## config.mk

```make
export PLATFORM = sky130hd
export DESIGN_NAME = store_buffer
export DESIGN_NICKNAME = d
export VERILOG_FILES = /design/src/rtl/store_buffer_pkg.sv /design/src/rtl/store_buffer_match.sv /design/src/rtl/store_buffer.sv
export SDC_FILE = /design/constraint.sdc
export NUM_CORES = 1
export LEC_CHECK = 0
export BUFFER_PORTS_ARGS = -buffer_cell sky130_fd_sc_hd__buf_2
export CORE_MARGIN = 5
export CORE_UTILIZATION = 57
export DETAILED_ROUTE_END_ITERATION = 12
export MAX_ROUTING_LAYER = met4
export PLACE_DENSITY_LB_ADDON = 0.05
export SLEW_MARGIN = 0
export SYNTH_ARGS = -nofsm -noshare
export SYNTH_HDL_FRONTEND = slang
export SYNTH_SLANG_ARGS = --single-unit
```

## constraint.sdc

```tcl
create_clock -name clk_i -period 9.5 [get_ports clk_i]
set_input_delay 1.9 -clock clk_i [delete_from_list [all_inputs] [get_ports clk_i]]
set_output_delay 1.9 -clock clk_i [all_outputs]
set_load 0.05 [all_outputs]
```

## src/rtl/store_buffer_pkg.sv

```systemverilog
// Shared sizing for the posted-write store buffer.
// Default geometry used by store_buffer and its match unit.
package store_buffer_pkg;

    localparam int SB_DEPTH = 4;
    localparam int SB_AW    = 32;
    localparam int SB_DW    = 32;

endpackage

```

## src/rtl/store_buffer_match.sv

```systemverilog
// Youngest-first address match over the store buffer entries.
// Scans oldest to youngest so the last hit found is the youngest.
module store_buffer_match
    import store_buffer_pkg::*;
#(
    parameter int DEPTH = SB_DEPTH,
    parameter int AW    = SB_AW,
    parameter int PW    = $clog2(SB_DEPTH)
) (
    input  logic [DEPTH-1:0][AW-1:0] entry_addr,
    input  logic [DEPTH-1:0]         valid,
    input  logic [PW-1:0]            rd_ptr,
    input  logic [AW-1:0]            addr,
    output logic                     hit,
    output logic [PW-1:0]            hit_idx
);

    logic [PW-1:0] idx;

    // Priority search: later (younger) matches override older ones.
    always_comb begin
        hit     = 1'b0;
        hit_idx = '0;
        idx     = '0;
        for (int k = 0; k < DEPTH; k++) begin
            idx = rd_ptr + PW'(k);
            if (valid[idx] && (entry_addr[idx] == addr)) begin
                hit     = 1'b1;
                hit_idx = idx;
            end
        end
    end

endmodule

```

## src/rtl/store_buffer.sv

```systemverilog
// Posted-write buffer between the MEM stage and Data_Memory.
// Stores queue and drain on free port cycles; loads forward from it.
module store_buffer
    import store_buffer_pkg::*;
#(
    parameter int DEPTH = SB_DEPTH,
    parameter int AW    = SB_AW,
    parameter int DW    = SB_DW
) (
    input  logic          clk_i,
    input  logic          rst_i,
    input  logic [AW-1:0] addr_i,
    input  logic [DW-1:0] write_data_i,
    input  logic          MemRead_i,
    input  logic          MemWrite_i,
    input  logic          flush_i,
    output logic [DW-1:0] data_o,
    output logic          stall_o,
    output logic [AW-1:0] mem_addr_o,
    output logic [DW-1:0] mem_data_o,
    output logic          mem_read_o,
    output logic          mem_write_o,
    input  logic [DW-1:0] mem_data_i
);

    localparam int PW = $clog2(DEPTH);
    localparam logic [PW:0] FULL_CNT = (PW+1)'(DEPTH);

    logic [DEPTH-1:0][AW-1:0] addr_q;
    logic [DEPTH-1:0][DW-1:0] data_q;
    logic [PW-1:0]            wr_ptr;
    logic [PW-1:0]            rd_ptr;
    logic [PW:0]              count;
    logic [DEPTH-1:0]         valid;
    logic [PW-1:0]            off;
    logic                     empty;
    logic                     full;
    logic                     drain;
    logic                     enq;
    logic                     load;
    logic                     hit;
    logic [PW-1:0]            hit_idx;
    logic                     fwd_sel_q;
    logic [DW-1:0]            fwd_data_q;

    assign empty = (count == '0);
    assign full  = (count == FULL_CNT);

    // A raw MemRead_i keeps the port busy, even alongside an illegal store.
    assign drain   = !empty && (!MemRead_i || flush_i || full);
    assign stall_o = (flush_i && !empty)
                   || (MemWrite_i && full && !drain)
                   || (MemRead_i && full);
    assign enq     = MemWrite_i && !stall_o;
    assign load    = MemRead_i && !MemWrite_i && !stall_o;

    // An entry is live if its distance from the head is below count.
    always_comb begin
        valid = '0;
        off   = '0;
        for (int i = 0; i < DEPTH; i++) begin
            off      = PW'(i) - rd_ptr;
            valid[i] = ({1'b0, off} < count);
        end
    end

    store_buffer_match #(
        .DEPTH (DEPTH),
        .AW    (AW),
        .PW    (PW)
    ) u_match (
        .entry_addr (addr_q),
        .valid      (valid),
        .rd_ptr     (rd_ptr),
        .addr       (addr_i),
        .hit        (hit),
        .hit_idx    (hit_idx)
    );

    // Port mux: a drain owns the port; otherwise an accepted load does.
    always_comb begin
        mem_addr_o  = addr_i;
        mem_data_o  = data_q[rd_ptr];
        mem_read_o  = load;
        mem_write_o = drain;
        if (drain) begin
            mem_addr_o = addr_q[rd_ptr];
        end
    end

    // Entry storage; contents are don't-care until counted as live.
    always_ff @(posedge clk_i) begin
        if (enq) begin
            addr_q[wr_ptr] <= addr_i;
            data_q[wr_ptr] <= write_data_i;
        end
    end

    // Pointer and occupancy tracking; a full enqueue+pop keeps count.
    always_ff @(posedge clk_i or posedge rst_i) begin
        if (rst_i) begin
            wr_ptr <= '0;
            rd_ptr <= '0;
            count  <= '0;
        end else begin
            if (enq) begin
                wr_ptr <= wr_ptr + 1'b1;
            end
            if (drain) begin
                rd_ptr <= rd_ptr + 1'b1;
            end
            count <= count + (PW+1)'(enq) - (PW+1)'(drain);
        end
    end

    // Forwarding select/data captured only on accepted loads.
    always_ff @(posedge clk_i or posedge rst_i) begin
        if (rst_i) begin
            fwd_sel_q  <= 1'b0;
            fwd_data_q <= '0;
        end else if (load) begin
            fwd_sel_q  <= hit;
            fwd_data_q <= data_q[hit_idx];
        end
    end

    assign data_o = fwd_sel_q ? fwd_data_q : mem_data_i;

endmodule

```

==> results of run 1 <==
-- layout make-up --
cell class / count / area, sq um / share of cell area
Antenna cell: 3 / 7.51 / 0.000362
Clock buffer: 48 / 1000 / 0.0485
Clock inverter: 16 / 135 / 0.00652
Inverter: 14 / 52.6 / 0.00254
Multi-Input combinational cell: 859 / 9100 / 0.439
Sequential cell: 296 / 8700 / 0.420
Tap cell: 442 / 553 / 0.0267
Timing Repair Buffer: 221 / 1170 / 0.0566
-- per-layer routing --
metal,up-vias,share of wire,GRT usage
met5,-,0,-
met4,0,0.020,0.0646
met3,71,0.096,0.0655
met2,597,0.47,0.402
met1,6664,0.42,0.392
li1,5691,-,-
-- critical path: stages, from the launching register on --
cell      delay (ns)
dfrtp_4         0.86
buf_12          0.56
mux4_2          0.61
xnor2_1         0.35
nand4_1         0.22
or4_1           0.61
a2111o_1        0.35
a21o_2          0.22
buf_4           0.37
nand2_2         0.16
buf_4           0.64
o221ai_1        0.28
a221o_1         0.37
a31oi_1         0.16
-- cell families after synthesis --
family / count (synthesis)
fa+ha+maj: 11
flops: 296
simple gates: 204
compound gates: 249
mux: 259
xor+xnor: 136
buf+inv: 163
-- per-stage QoR --
step	utilization	total power, mW	instances
detailed placement	0.606	5.90	1832
global route	0.642	7.58	1899
finish	0.642	7.22	1899
global placement	0.606	5.86	1832
floorplan	-	5.08	1318
CTS	0.642	7.25	1896
-- final timing paths --
path,startpoint,end,slack [ns],depth (start not counted)
max in group asynchronous,rst_i,rd_ptr[1],7.45,3
worst max register to register,rd_ptr[0],fwd_data_q[17],3.35,13
min in group asynchronous,rst_i,fwd_data_q[10],1.55,3
worst min-delay path,fwd_data_q[18],fwd_data_q[18],0.56,2
worst min register to register,fwd_data_q[18],fwd_data_q[18],0.56,2
worst max-delay path,rd_ptr[0],fwd_data_q[17],3.35,13
-- power groups by stage --
stage	sequential [mW]	clock [mW]	combinational [mW]
detailed placement	1.94	0	3.97
CTS	1.91	1.35	3.99
floorplan	1.79	0	3.29
global placement	1.92	0	3.94
finish	1.91	1.33	3.97
global route	1.95	1.40	4.23
-- cells in the final DEF (no fill, tap or decap), types with 4 or more instances in the layout --
cell type,n
clkbuf_16,35
xor2_1,71
clkbuf_1,5
nand2_1,103
buf_2,199
clkbuf_8,8
mux4_2,161
nor2_1,45
dfrtp_1,38
a221o_1,64
nand4_1,16
a21oi_1,7
buf_4,21
mux2i_1,66
mux2_2,32
a31oi_1,32
edfxtp_1,256
ha_1,10
xnor2_1,65
o221ai_1,128
and3_4,4
clkinv_2,6
nor4_1,20
clkinv_1,5
inv_1,12
-- state kept, by name, summed over array words and instances (netlist names) --
| name | count |
|---|---|
| addr_q | 128 |
| fwd_data_q | 32 |
| count | 3 |
| wr_ptr | 2 |
| data_q | 128 |
| fwd_sel_q | 1 |
| rd_ptr | 2 |
==> flow_metrics.env, run 1 <==
export IMPL_power_frac_clock=0.184
export IMPL_ys_warn_count=0
export IMPL_clockBufferDepth=3
export IMPL_globalRouteOverflowTotal=0
export IMPL_synthArstFlopShare=0.135
export IMPL_power_frac_seq=0.265
export IMPL_internal_power_mw=3.99
export IMPL_cts_resized=0
export IMPL_port_buffers=199
export IMPL_fill_cells=2439
export IMPL_cp_start_kind="flop"
export IMPL_cellPowerDensity_mw_per_mm2=348
export IMPL_crit_type="reg -> reg"
export IMPL_swShare=0.447
export IMPL_grt_pass1_wl_um=74300
export IMPL_synthMuxAreaShare=0.251
export IMPL_timing_hold_ws_ns=0.557
export IMPL_grt_usage=0.273
export IMPL_syn_inst=1318
export IMPL_wl_per_cell_um=25.7
export IMPL_cp_max_fo=138
export IMPL_synth_edf_count=256
export IMPL_drt_iter0_drc=1236
export IMPL_synth_area_leaders="edfxtp_1 (42%), mux4_2 (20%), o221ai_1 (6.1%)"
export IMPL_cts_setup_buffers=0
export IMPL_dpl_hpwl_um=29200
export IMPL_place_congestion=0.867
export IMPL_drv_slew=0
export IMPL_pre_cts_ws_ns=3.50
export IMPL_fin_crit_ns=6.15
export IMPL_num_rows=66
export IMPL_clkTransAtPathRegs_ns=0.06
export IMPL_grt_pass1_vias=12475
export IMPL_cts_tree="yes"
export IMPL_status="finished clean"
export IMPL_root_buffer="clkbuf_16"
export IMPL_synth_top_family_by_area="multiplexers"
export IMPL_avgSynthCellArea_sq_um=14.0
export IMPL_finalClockSkew_ns=0.0165
export IMPL_synth_top_flop_cell="edfxtp_1"
export IMPL_die_x_um=190
export IMPL_synth_fa_ha_area_frac=0.00785
export IMPL_clkLatencyLatePin_ns=0.52
export IMPL_crit_required_ns=9.94
export IMPL_yosys_area_share_simple=0.0495
export IMPL_vias=13023
export IMPL_synth_area_sq_mm=0.0185
export IMPL_netSwitchingPower_mw=3.23
export IMPL_die_area_sq_mm=0.0361
export IMPL_viasPerCell=6.86
export IMPL_crit_arrival_ns=6.59
export IMPL_drc=0
export IMPL_synth_ff_latch_count=296
export IMPL_cts_htree_levels=2
export IMPL_synthTopCellsByCount="edfxtp_1 (256), mux4_2 (161), o221ai_1 (128)"
export IMPL_start_util=0.573
export IMPL_combPwrFrac=0.551
export IMPL_ant_nets=0
export IMPL_drive_above_1_share=0.336
export IMPL_place_area_sq_mm=0.0196
export IMPL_ir_worst_vdd_v=0.000280
export IMPL_dr_pass1_iters=5
export IMPL_rsz0062_at_grt="no"
export IMPL_drt_wl_total_um=48700
export IMPL_timing_final_crit_share=0.648
export IMPL_yosysSeqAreaShare=0.470
export IMPL_synth_top_area_cell="edfxtp_1"
export IMPL_grt_max_degree=139
export IMPL_synth_compound_area_frac=0.116
export IMPL_synth_nets=1430
export IMPL_io_pin_count=200
export IMPL_max_cap_viol_count=0
export IMPL_hp_class="reg -> reg"
export IMPL_area_growth_pct=12.0
export IMPL_core_area_sq_mm=0.0323
export IMPL_synth_top_cell_area_share=0.416
export IMPL_end_kind="flop"
export IMPL_cts_hold_buf=0
export IMPL_p_leak_nw=7.21
export IMPL_die_h_um=190
export IMPL_synthDistinctLibCells=46
export IMPL_grt_antenna_before_repair=3
export IMPL_synth_xor_area_frac=0.0644
export IMPL_max_freq_ghz=0.162
export IMPL_tightest_slew_ns=1.17
export IMPL_setup_viol=0
export IMPL_yosys_cell_count_top_type="edfxtp_1"
export IMPL_cts_buffers=35
export IMPL_finalHoldViolations=0
export IMPL_design_area_sq_mm=0.0207
export IMPL_setup_slack_ns=3.35
export IMPL_fin_nets=1539
export IMPL_slew_headroom=0.218
export IMPL_clock_sinks=296
export IMPL_fin_tns_setup_ns=0
(Power assumes the default switching activity.)
==> inputs of run 2 (changes only) <==
--- a/config.mk
+++ b/config.mk
@@ -7,7 +7,7 @@
 export LEC_CHECK = 0
 export BUFFER_PORTS_ARGS = -buffer_cell sky130_fd_sc_hd__buf_2
 export CORE_MARGIN = 5
-export CORE_UTILIZATION = 57
+export CORE_UTILIZATION = 54
 export DETAILED_ROUTE_END_ITERATION = 12
 export MAX_ROUTING_LAYER = met4
 export PLACE_DENSITY_LB_ADDON = 0.05
==> constraint.sdc (replaced) <==
create_clock -name clk_i -period 4.9 [get_ports clk_i]
set_input_delay 0.98 -clock clk_i [delete_from_list [all_inputs] [get_ports clk_i]]
set_output_delay 0.98 -clock clk_i [all_outputs]
set_load 0.05 [all_outputs]
==> run 2 against run 1 <==
Net effect:
- fmax is 38% higher
- core utilization is 2.5 points lower
- cell count is 0.68% higher
- setup slack worse by 2.9 ns
- first-iteration DRC count is 11% lower
- final area is 0.33% higher
- power is 92% higher
- clock power is 80% higher
- critical path type unchanged
- largest cell class unchanged
- largest power group unchanged
==> flow_metrics.env, run 2 (synthesized netlist as in run 1, its figures left out) <==
export IMPL_crit_type="reg -> reg"
export IMPL_crit_required_ns=5.32
export IMPL_clock_sinks=296
export IMPL_max_cap_viol_count=0
export IMPL_hp_class="in -> async"
export IMPL_drv_slew=0
export IMPL_final_cell_mix="edfxtp_1 (256), buf_2 (199), mux4_2 (161)"
export IMPL_grt_max_degree=73
export IMPL_power_mw=13.9
export IMPL_vias=13038
export IMPL_reg_top3="addr_q (128), data_q (128), fwd_data_q (32)"
export IMPL_p_leak_nw=7.23
export IMPL_tightest_slew_ns=1.08
export IMPL_rsz0062_at_grt="no"
export IMPL_timing_final_crit_share=0.907
export IMPL_ir_worst_vdd_v=0.000554
export IMPL_cts_hold_buf=0
export IMPL_wl_per_cell_um=25.9
export IMPL_drive_above_1_share=0.336
export IMPL_end_kind="flop"
export IMPL_dpl_hpwl_um=30800
export IMPL_fin_tns_setup_ns=0
export IMPL_cts_setup_buffers=0
export IMPL_status="finished clean"
export IMPL_clockBufferDepth=3
export IMPL_grt_pass1_vias=12643
export IMPL_dr_pass1_iters=5
export IMPL_finalNonFillerCells=1912
export IMPL_final_common_cell="edfxtp_1"
export IMPL_grt_usage=0.260
export IMPL_cts_resized=0
export IMPL_clkLatencyLatePin_ns=0.51
export IMPL_cts_buffers=34
export IMPL_crit_arrival_ns=4.87
export IMPL_drt_iter0_drc=1100
export IMPL_die_area_sq_mm=0.0381
export IMPL_timing_hold_ws_ns=0.349
export IMPL_slew_headroom=0.279
export IMPL_max_freq_ghz=0.225
export IMPL_cts_tree="yes"
export IMPL_drt_wl_total_um=49600
export IMPL_finalClockSkew_ns=0.0151
export IMPL_drc=0
export IMPL_area_growth_pct=12.4
export IMPL_fin_crit_ns=4.45
export IMPL_setup_viol=0
export IMPL_cp_max_fo=53
export IMPL_cp_start_kind="flop"
export IMPL_root_buffer="clkbuf_16"
export IMPL_clkTransAtPathRegs_ns=0.06
export IMPL_fill_cells=2652
export IMPL_finalHoldViolations=0
export IMPL_cts_htree_levels=2
export IMPL_port_buffers=199
export IMPL_core_area_sq_mm=0.0337
export IMPL_num_rows=67
export IMPL_die_x_um=195
export IMPL_grt_pass1_wl_um=75600
export IMPL_die_h_um=195
export IMPL_globalRouteOverflowTotal=0
export IMPL_start_util=0.549
export IMPL_fin_nets=1547
export IMPL_place_congestion=0.828
export IMPL_grt_antenna_before_repair=4
export IMPL_place_inst=1847
export IMPL_viasPerCell=6.82
export IMPL_io_pin_count=200
export IMPL_cellPowerDensity_mw_per_mm2=668
export IMPL_ant_nets=0
run 2: area by class of cell:
class,count,area (sq um),area share
Inverter,14,52.6,0.00253
Timing Repair Buffer,230,1330,0.0639
Sequential cell,296,8700,0.418
Tap cell,448,561,0.0270
Clock buffer,49,958,0.0461
Multi-Input combinational cell,859,9100,0.438
Clock inverter,12,85.1,0.00409
Antenna cell,4,10.0,0.000481
run 2: final timing paths:
kind	end	from	slack, ns	cells after the start
hold reg to reg	fwd_data_q[17]	fwd_data_q[17]	0.55	2
hold / removal	count[2]	rst_i	0.35	2
max in group asynchronous	rd_ptr[1]	rst_i	3.69	3
min in group clk_i	fwd_data_q[17]	fwd_data_q[17]	0.55	2
setup / recovery	fwd_data_q[10]	rd_ptr[0]	0.45	12
setup reg to reg	fwd_data_q[10]	rd_ptr[0]	0.45	12
run 2: where the power goes:
part	switching, mW	internal, mW	total [mW]	leakage (nW)
logic	4.82	3.01	7.83	3.94
registers	0.417	3.23	3.65	2.77
clock network	0.987	1.41	2.40	0.517
run 2: metrics by stage:
stage,worst slack [ns],utilization,area (sq um)
2_1_floorplan,0.307,-,18500
3_3_place_gp,0.559,0.586,19700
3_5_place_dp,0.438,0.586,19700
4_1_cts,0.468,0.617,20800
5_1_grt,0.0803,0.617,20800
6_report,0.455,0.617,20800
run 2: metal layers:
metal	track usage	up-vias	part of all wire
li1	-	5706	-
met1	0.362	6681	0.41
met2	0.390	591	0.47
met3	0.0713	60	0.096
met4	0.0577	0	0.017
met5	-	-	0
run 2: worst max-delay path, stage by stage, from the launching register on:
cell,delay [ns]
dfrtp_4,0.47
buf_12,0.33
mux4_2,0.59
xor2_1,0.24
nor4_1,0.61
nand4_1,0.22
nor4_2,0.42
o2111ai_1,0.20
a21oi_1,0.33
a211oi_4,0.05
buf_4,0.34
a221o_1,0.31
a31oi_1,0.19
